--- config.mk ---
export PLATFORM = sky130hd
export DESIGN_NAME = step_pulse_decoder
export DESIGN_NICKNAME = d
export VERILOG_FILES = /design/src/rtl/step_motor_pkg.sv /design/src/rtl/step_input_filter.sv /design/src/rtl/step_pulse_decoder.sv
export SDC_FILE = /design/constraint.sdc
export NUM_CORES = 1
export LEC_CHECK = 0
export CORE_UTILIZATION = 55
export DETAILED_ROUTE_END_ITERATION = 7
export PLACE_DENSITY = 0.81
export RECOVER_POWER = 100
export SYNTH_ARGS = -nofsm -noshare
export SYNTH_HDL_FRONTEND = slang
export SYNTH_SLANG_ARGS = --single-unit
--- constraint.sdc ---
create_clock -name clk -period 9.1 [get_ports clk]
set_clock_uncertainty 0.15 [all_clocks]
set_input_delay 2.73 -clock clk [delete_from_list [all_inputs] [get_ports clk]]
set_output_delay 2.73 -clock clk [all_outputs]
set_load 0.005 [all_outputs]
--- src/rtl/step_motor_pkg.sv ---
// Shared step/dir motor types and default widths, common to the driver and the receiver.
package step_motor_pkg;

    typedef enum logic [1:0] {
        LOW      = 2'd0,
        RISE_CHK = 2'd1,
        HIGH     = 2'd2,
        FALL_CHK = 2'd3
    } filt_state_t;

    localparam logic DIR_POS = 1'b1;

    localparam int STEP_NUMBER_WIDTH = 16;
    localparam int SPEED_WIDTH       = 16;

endpackage

--- src/rtl/step_input_filter.sv ---
// 2-FF synchronisers for drive/dir/xen plus the drive-line glitch filter.
// With STEP_PULSE_DECODER_DIR_ERR_EN defined, also reports when a pulse is in progress.
module step_input_filter
    import step_motor_pkg::*;
#(
    parameter int C_FILTER_LEN = 3
) (
    input  logic clk,
    input  logic reset,
    input  logic clk_en,
    input  logic drive,
    input  logic dir,
    input  logic xen,
    output logic step_evt,
    output logic dir_sync,
    output logic xen_sync
`ifdef STEP_PULSE_DECODER_DIR_ERR_EN
    ,
    output logic in_pulse
`endif
);

    localparam logic [3:0] LEN = 4'(C_FILTER_LEN);

    logic drive_p0, drive_p1;
    logic dir_p0, dir_p1;
    logic xen_p0, xen_p1;

    filt_state_t state, state_nxt;
    logic [3:0]  cnt, cnt_nxt;

    // Synchroniser stage: p1 is the first value safe to use
    always_ff @(posedge clk) begin
        if (reset) begin
            drive_p0 <= 1'b0;
            drive_p1 <= 1'b0;
            dir_p0   <= 1'b0;
            dir_p1   <= 1'b0;
            xen_p0   <= 1'b0;
            xen_p1   <= 1'b0;
        end else begin
            drive_p0 <= drive;
            drive_p1 <= drive_p0;
            dir_p0   <= dir;
            dir_p1   <= dir_p0;
            xen_p0   <= xen;
            xen_p1   <= xen_p0;
        end
    end

    assign dir_sync = dir_p1;
    assign xen_sync = xen_p1;

    always_ff @(posedge clk) begin
        if (reset) begin
            state <= LOW;
            cnt   <= 4'd0;
        end else begin
            state <= state_nxt;
            cnt   <= cnt_nxt;
        end
    end

    // Filter stage: a level must persist for LEN strobes to be accepted
    always_comb begin
        state_nxt = state;
        cnt_nxt   = cnt;
        step_evt  = 1'b0;
        if (clk_en) begin
            case (state)
                LOW: begin
                    if (drive_p1) begin
                        if (LEN == 4'd1) begin
                            state_nxt = HIGH;
                            step_evt  = 1'b1;
                        end else begin
                            state_nxt = RISE_CHK;
                            cnt_nxt   = 4'd1;
                        end
                    end
                end
                RISE_CHK: begin
                    if (drive_p1) begin
                        cnt_nxt = cnt + 4'd1;
                        if ((cnt + 4'd1) == LEN) begin
                            state_nxt = HIGH;
                            step_evt  = 1'b1;
                        end
                    end else begin
                        state_nxt = LOW;
                    end
                end
                HIGH: begin
                    if (!drive_p1) begin
                        if (LEN == 4'd1) begin
                            state_nxt = LOW;
                        end else begin
                            state_nxt = FALL_CHK;
                            cnt_nxt   = 4'd1;
                        end
                    end
                end
                FALL_CHK: begin
                    if (!drive_p1) begin
                        cnt_nxt = cnt + 4'd1;
                        if ((cnt + 4'd1) == LEN) begin
                            state_nxt = LOW;
                        end
                    end else begin
                        state_nxt = HIGH;
                    end
                end
                default: state_nxt = LOW;
            endcase
        end
    end

`ifdef STEP_PULSE_DECODER_DIR_ERR_EN
    assign in_pulse = (state != LOW);
`endif

endmodule

--- src/rtl/step_pulse_decoder.sv ---
// Step/dir receiver: counts filtered steps into position/relative counters, measures period,
// flags done and stall. Optional dir setup/hold checker under STEP_PULSE_DECODER_DIR_ERR_EN.
module step_pulse_decoder
    import step_motor_pkg::*;
#(
    parameter int C_POS_WIDTH         = 32,
    parameter int C_STEP_NUMBER_WIDTH = STEP_NUMBER_WIDTH,
    parameter int C_PERIOD_WIDTH      = SPEED_WIDTH,
    parameter int C_FILTER_LEN        = 3,
    parameter logic [C_PERIOD_WIDTH-1:0] C_STALL_TICKS = 16'hFFFF
) (
    input  logic                           clk,
    input  logic                           reset,
    input  logic                           i_clk_en,
    input  logic                           i_drive,
    input  logic                           i_dir,
    input  logic                           i_xen,
    input  logic                           i_arm,
    input  logic [C_STEP_NUMBER_WIDTH-1:0] i_target,
    input  logic                           i_pos_clr,
    output logic signed [C_POS_WIDTH-1:0]  o_position,
    output logic [C_STEP_NUMBER_WIDTH-1:0] o_rel_steps,
    output logic [C_PERIOD_WIDTH-1:0]      o_period,
    output logic                           o_period_vld,
    output logic                           o_done,
    output logic                           o_stall,
`ifdef STEP_PULSE_DECODER_DIR_ERR_EN
    output logic                           o_dir_err,
`endif
    output logic                           o_interrupt
);

    localparam logic signed [C_POS_WIDTH-1:0] POS_ONE = C_POS_WIDTH'(1);

    function automatic logic [C_STEP_NUMBER_WIDTH-1:0] sat_inc_steps(
        input logic [C_STEP_NUMBER_WIDTH-1:0] v);
        return (&v) ? v : v + C_STEP_NUMBER_WIDTH'(1);
    endfunction

    function automatic logic [C_PERIOD_WIDTH-1:0] sat_inc_period(
        input logic [C_PERIOD_WIDTH-1:0] v);
        return (&v) ? v : v + C_PERIOD_WIDTH'(1);
    endfunction

    logic step_evt, dir_sync, xen_sync;
    logic [C_STEP_NUMBER_WIDTH-1:0] target;
    logic [C_PERIOD_WIDTH-1:0]      period_cnt;
    logic armed, have_ref, stall_hit, step_ok;

`ifdef STEP_PULSE_DECODER_DIR_ERR_EN
    logic in_pulse;
`endif

    step_input_filter #(
        .C_FILTER_LEN (C_FILTER_LEN)
    ) u_filter (
        .clk      (clk),
        .reset    (reset),
        .clk_en   (i_clk_en),
        .drive    (i_drive),
        .dir      (i_dir),
        .xen      (i_xen),
        .step_evt (step_evt),
        .dir_sync (dir_sync),
`ifdef STEP_PULSE_DECODER_DIR_ERR_EN
        .in_pulse (in_pulse),
`endif
        .xen_sync (xen_sync)
    );

    assign step_ok   = step_evt && xen_sync;
    assign stall_hit = i_clk_en && armed && !o_done && xen_sync && (period_cnt >= C_STALL_TICKS);

    // Accounting stage: all results registered one clk after the filtered event
    always_ff @(posedge clk) begin
        if (reset) begin
            o_position   <= '0;
            o_rel_steps  <= '0;
            o_period     <= '0;
            o_period_vld <= 1'b0;
            o_done       <= 1'b0;
            o_stall      <= 1'b0;
            target       <= '0;
            period_cnt   <= '0;
            armed        <= 1'b0;
            have_ref     <= 1'b0;
        end else begin
            o_period_vld <= 1'b0;

            // A clear coincident with a step drops that step entirely
            if (i_pos_clr) begin
                o_position <= '0;
            end else if (step_ok) begin
                o_position <= (dir_sync == DIR_POS) ? o_position + POS_ONE
                                                    : o_position - POS_ONE;
            end

            if (i_arm) begin
                o_rel_steps <= '0;
                target      <= i_target;
                armed       <= 1'b1;
                o_done      <= 1'b0;
                o_stall     <= 1'b0;
                have_ref    <= 1'b0;
            end else begin
                if (step_ok && !i_pos_clr) begin
                    o_rel_steps <= sat_inc_steps(o_rel_steps);
                end
                if (armed && (o_rel_steps == target)) begin
                    o_done <= 1'b1;
                end
                if (stall_hit) begin
                    o_stall <= 1'b1;
                end
                if (step_evt) begin
                    have_ref <= 1'b1;
                end
            end

            if (i_arm) begin
                period_cnt <= '0;
            end else if (i_clk_en) begin
                period_cnt <= step_evt ? C_PERIOD_WIDTH'(1) : sat_inc_period(period_cnt);
            end

            if (step_evt) begin
                o_period     <= period_cnt;
                o_period_vld <= have_ref && !i_arm;
            end
        end
    end

`ifdef STEP_PULSE_DECODER_DIR_ERR_EN
    logic dir_prev;

    always_ff @(posedge clk) begin
        if (reset) begin
            dir_prev  <= 1'b0;
            o_dir_err <= 1'b0;
        end else begin
            dir_prev <= dir_sync;
            if (i_arm) begin
                o_dir_err <= 1'b0;
            end else if (in_pulse && (dir_sync != dir_prev)) begin
                o_dir_err <= 1'b1;
            end
        end
    end

    assign o_interrupt = o_done | o_stall | o_dir_err;
`else
    assign o_interrupt = o_done | o_stall;
`endif

endmodule

Yosys cells after proc, flatten, opt, wreduce, memory -nomap -nowiden
Index checks and enable logic that the tools add are counted.
{"block": "op_classes", "bitwise": 3, "n_reduce_logical": 21, "n_addsub": 5, "magnitude_cmp": 1, "n_eq_ne": 12, "n_mux": 19}
{"cell": "$add 16x1->16 const B", "n": 2}
{"cell": "$add 32x2->32 const B", "n": 1}
{"cell": "$mux 16", "n": 2}
{"cell": "$mux 32", "n": 1}
{"cell": "$reduce_and 16->1", "n": 2}
{"cell": "$sub 32x2->32 const B", "n": 1}
{"cell": "$eq 16x16->1", "n": 1}
{"cell": "$ge 16x16->1 const B", "n": 1}
{"cell": "$mux 4", "n": 4}
{"cell": "$pmux 4 s4", "n": 1}
{"cell": "$mux 2", "n": 6}
{"cell": "$reduce_and 5->1", "n": 2}
{"cell": "$logic_and 1x1->1", "n": 8}
{"cell": "$pmux 2 s4", "n": 1}
{"cell": "$ne 2x2->1 const B", "n": 3}
{"cell": "$reduce_or 2->1", "n": 3}
{"cell": "$add 4x1->4 const B", "n": 1}
{"cell": "$eq 2x2->1 const B", "n": 2}
{"cell": "$eq 4x2->1 const B", "n": 1}
{"cell": "$mux 1", "n": 4}
{"cell": "$ne 2x1->1 const B", "n": 2}
{"cell": "$reduce_and 2->1", "n": 2}
{"cell": "$logic_not 1->1", "n": 3}
{"cell": "$ne 3x1->1 const B", "n": 1}
{"cell": "5 further kinds", "n": 6}
{"block": "totals", "elab_cells": 79, "output_inout_bits": 68, "in_bits": 24, "regBits": 113}

Depth between registers and ports, before layout
{"block": "logic_depth", "word_depth": 9, "ltp_mapped": 10, "mapped_depth_nobuf": 9}

By module
A second synthesis with hierarchy kept.
{"block": "hier_totals", "cells_unflattened": 702, "hier_area_um2": 5988.2}
{"module": "step_pulse_decoder", "area_per_inst_um2": 5462.7, "instances": 1, "cells_each": 645, "seq_area_each_um2": 2021.9}
{"module": "step_input_filter", "area_per_inst_um2": 525.5, "instances": 1, "cells_each": 57, "seq_area_each_um2": 240.2}

Least setup slack after synthesis
No wires, ideal clock.
{"block": "synth_path", "path_type": "input port to flip-flop", "from": "input port i_clk_en", "to": "register o_rel_steps[15]", "setup_time_ps": 71, "setup_slack_ps": 4700, "path_buffers": 1, "path_stages": 7, "arrival_ps": 4180, "t_required_ps": 8879, "path_cell_list": "nand2_1 nor2_2 nand4_4 or4b_1 buf_2 or3_1 a21oi_1"}
{"block": "synth_via", "elab_chain_cells": 4}
{"element": "start: declaration", "line_no": "step_pulse_decoder.sv:14", "text": "input logic i_clk_en,"}
{"element": "$mux 1", "line_no": "step_input_filter.sv:69", "text": "if (clk_en) begin"}
{"element": "$logic_and 1x1->1", "line_no": "step_pulse_decoder.sv:71", "text": "assign step_ok = step_evt && xen_sync;"}
{"element": "$logic_and 1x1->1", "line_no": "step_pulse_decoder.sv:106", "text": "if (step_ok && !i_pos_clr) begin"}
{"element": "$reduce_and 2->1 (no source line)"}
{"element": "end signal: assignment", "line_no": "step_pulse_decoder.sv:107", "text": "o_rel_steps <= sat_inc_steps(o_rel_steps);"}
{"element": "end: declaration", "line_no": "step_pulse_decoder.sv:22", "text": "output logic [C_STEP_NUMBER_WIDTH-1:0] o_rel_steps,"}
No other way between the ends.
A chain may end at the register's enable or synchronous reset.

Worst setup path in the final report
{"block": "layout_path", "from": "input port reset", "to": "register o_position[27]"}
{"block": "layout_via", "elab_chain_cells": 1}
{"element": "start: declaration", "line_no": "step_pulse_decoder.sv:13", "text": "input logic reset,"}
{"element": "$reduce_or 2->1 (no source line)"}
{"element": "end signal: assignment", "line_no": "step_pulse_decoder.sv:94", "text": "o_position <= (dir_sync == DIR_POS) ? o_position + POS_ONE"}
{"element": "end: declaration", "line_no": "step_pulse_decoder.sv:21", "text": "output logic signed [C_POS_WIDTH-1:0] o_position,"}
No other way between the ends.

==> metrics.md <==
| Metric | Value |
|---|---|
| Result of the run | `complete, but fails checks` |
| Violated checks | `capacitance limit, slew limit` |
| Average size of a mapped cell | `8.23 um2` |
| Min-Delay Path Class | `register to register` |
| Arr. time, crit path | `6840 ps` |
| Highest attainable clock frequency | `150 MHz` |
| WP data required | `just over 9000 ps` |
| Largest incremental delay on the critical path | `roughly 1500 ps` |
| Unrepaired setup endpoints after global routing | `false` |
| Top cells by area, synth | `dfxtp_1 36%, xnor2_1 6.9%, ha_1 6.8%` |
| Largest fanout on the critical path | `49` |
| Post-Layout Cell Count | `990` |
| Finish-stage setup viols | `0` |
| Chip height | `about 110 um` |
| Final Wtd Congestion | `0.933` |
| Estimated wirelength of the detail-placed design | `11.1 mm` |
| Worst Tran Pin Value | `2080 ps` |
| Final-report max-slew violation count | `50` |
| Clk Latency, worst-skew pair | `410 ps` |
| Area share of the leading cell type in the synthesized netlist | `36.3%` |
| Hold Path Stages | `1` |
| Antenna viol nets, final | `0` |
| Clock-pin slew on the worst setup and hold paths | `50 ps` |
| Remaining DRCs | `0` |
| Highest Signal Layer | `met4` |
| Cell type with the highest aggregate area in the netlist | `dfxtp_1` |
| Proportion of synthesized chip area in sequential cells | `36.3%` |
| Leakage power figure | `around 0.0033 uW` |
| Clock tree root buffer cell | `clkbuf_16` |
| Overall die width | `around 110 um` |
| Clock sink count | `between 100 and 150` |
| Total wire length after detailed routing | `between 15 and 20 mm` |
| Met2 WL | `~7.4 mm` |
| Cell total after placement | `958` |
| Rel. slew slack | `-38.7%` |
| Effective utilization at floorplan | `57.0%` |
| Total global routing track utilization | `27.5%` |
| Cell variety after synth | `56` |
| Post-cts hold buffer count | `0` |
| Port buffer count | `91` |
| Placed Area | `between 7000 and 8000 um2` |
| Mapped Area | `6240 um2` |
| Count of TritonRoute iterations in the first routing pass | `5` |
| Filler cells | `857` |
| WS Path Type | `input port to register` |
| Met3 WL | `1.08 mm` |
| First-iteration detailed-routing DRC count | `370` |
| Synth Net Count | `817` |
| Type of element launching the critical path | `input port` |
| Number of buffers created by CTS | `17` |
| Overflow after GRT | `0` |
| Number of global-route vias before repair | `5416` |
| Share of layout cells above drive strength 1 | `4.94%` |
| Post-synth top flop | `dfxtp_1` |
| Largest net degree at the start of global routing | `50` |
| Vias | `5771` |
| Period Utilization, post-route | `approximately three quarters` |
| Pwr/cell area | `around 160 nW/um2` |
| Worst Setup End Kind | `register` |
| Depth of the worst register-to-register path | `9` |
| # resized after CTS | `0` |
| Post-Syn Instances | `758` |
| Final-layout setup total negative slack | `0 ps` |
| Number of hold violations in the final report | `0` |
| Worst path cell trace | `dlygate4sd3_1 > clkbuf_1 > or2_0 > nor2_1 > a221oi_1 > nand2_1` |
| Maximum level of the CTS H-tree | `4` |
| Async set-or-reset flop fraction in the synthesized netlist | `0%` |
| Minimum clock period after layout | `6690 ps` |
| Die ar. | `about 12000 um2` |
| FP Rows | `38` |
| Metal-1 WL | `6.82 mm` |
| List of most frequent post-synthesis cells | `113 x dfxtp_1, 100 x nor2_1, 72 x nand2_1, 60 x a21oi_1, 49 x xnor2_1` |
| Number of maximum-capacitance violations | `1` |
| Routed len/inst | `15.8 um` |
| Worst path top cell family by delay | `buffers and inverters` |
| TritonCTS clock tree | `yes` |
| FF+latch count, synth | `113` |
| Buffer and inverter count on the worst path | `2` |
| Worst hold slack | `roughly 280 ps` |
| I/O pin total | `a little over 90` |
| Growth of design area from synthesis to finish | `25.3%` |
| Slowest CP cell | `clkbuf_1` |
| # Post-CTS Setup Buffers | `0` |
| Count of yosys warnings during synthesis | `0` |
| Path length in cells of the critical path | `6` |
| First-pass GRT wire length | `25.3 mm` |
| Via density per instance | `5.83` |
| Total inserted antenna cells | `0` |
| Post-synth EDFFs | `0` |
| Antenna violations before repair | `0` |
| Worst supply voltage drop on vdd | `0.116 mV` |
| Worst-case clock buffer depth | `2` |
| Nets | `around 900` |
| Cell with the most instances after synthesis | `dfxtp_1` |
| Core outline area | `around 11000 um2` |
| Final Instance Area | `slightly below 8000 um2` |
per-stage QoR:
stage               util (%)  total power [uW]  setup slack, ps
floorplan                  -               569             4700
global placement        66.0               591             3490
detailed placement      66.0               593             3390
CTS                     71.5              1260             3820
global route            71.5              1290             2000
finish                  71.5              1260             2410
power breakdown:
| group | switching [uW] | internal, uW | leakage, uW |
|---|---|---|---|
| sequential | 4.84 | 502 | 0.000915 |
| clock | 231 | 440 | 0.000294 |
| combinational | 43.9 | 33.5 | 0.00208 |
| total | 280 | 975 | 0.00329 |
worst paths after layout:
kind | slack, ps | start | end
min reg2reg | 280 | u_filter.dir_p0$_SDFF_PP0_ | u_filter.dir_sync$_SDFF_PP0_
max reg2reg | 5240 | u_filter.dir_sync$_SDFF_PP0_ | o_position[29]$_SDFFE_PP0P_
min | 280 | u_filter.dir_p0$_SDFF_PP0_ | u_filter.dir_sync$_SDFF_PP0_
max | 2410 | reset | o_position[27]$_SDFFE_PP0P_
cell families after synthesis:
group	synth area share [%]
compound gates	15.2
xor+xnor	8.71
fa+ha+maj	7.14
buf+inv	3.13
flops	36.3
mux	6.12
simple gates	23.4
per-layer routing:
layer	vias to the layer above	track usage [%]
li1	2841	-
met1	2690	33.9
met2	210	44.9
met3	30	6.51
met4	0	13.3
met5	-	0
final cells by class:
class,instances,area (um2),area share (%)
clock inverter,7,98.8,1.26
sequential,113,2260,28.9
clock buffer,25,505,6.47
tap,140,175,2.24
inverter,16,60.1,0.768
timing repair buffer,94,930,11.9
multi-input combinational,595,3780,48.4
flip-flops by register name, summed over array words and instances (netlist names), named ones only:
name,flops
o_period,16
period_cnt,16
armed,1
target,16
o_period_vld,1
o_rel_steps,16
u_filter.dir_sync,1
u_filter.drive_p1,1
u_filter.xen_sync,1
u_filter.xen_p0,1
o_stall,1
u_filter.drive_p0,1
have_ref,1
o_done,1
u_filter.dir_p0,1
o_position,32
u_filter.state,1
u_filter.cnt,4
placed cells by master (no fill, tap or decap), types with 22 or more instances in the layout:
cell type	synthesis	routed
nor2_1	100	100
dfxtp_1	113	113
o21ai_0	36	36
xnor2_1	49	49
a21oi_1	60	60
nand3_1	27	27
dlygate4sd3_1	0	69
mux2i_1	37	37
clkdlybuf4s50_1	0	22
ha_1	34	34
nand2_1	72	72
worst reg2reg max path, stage by stage, from the launching register on:
cell	delay, ps
dfxtp_1	330
inv_1	830
ha_1	440
o211ai_1	150
o21ai_0	440
a31oi_1	250
o211ai_1	490
nand3_1	220
a21o_1	210
a32o_1	250
(Power assumes the default switching activity.)
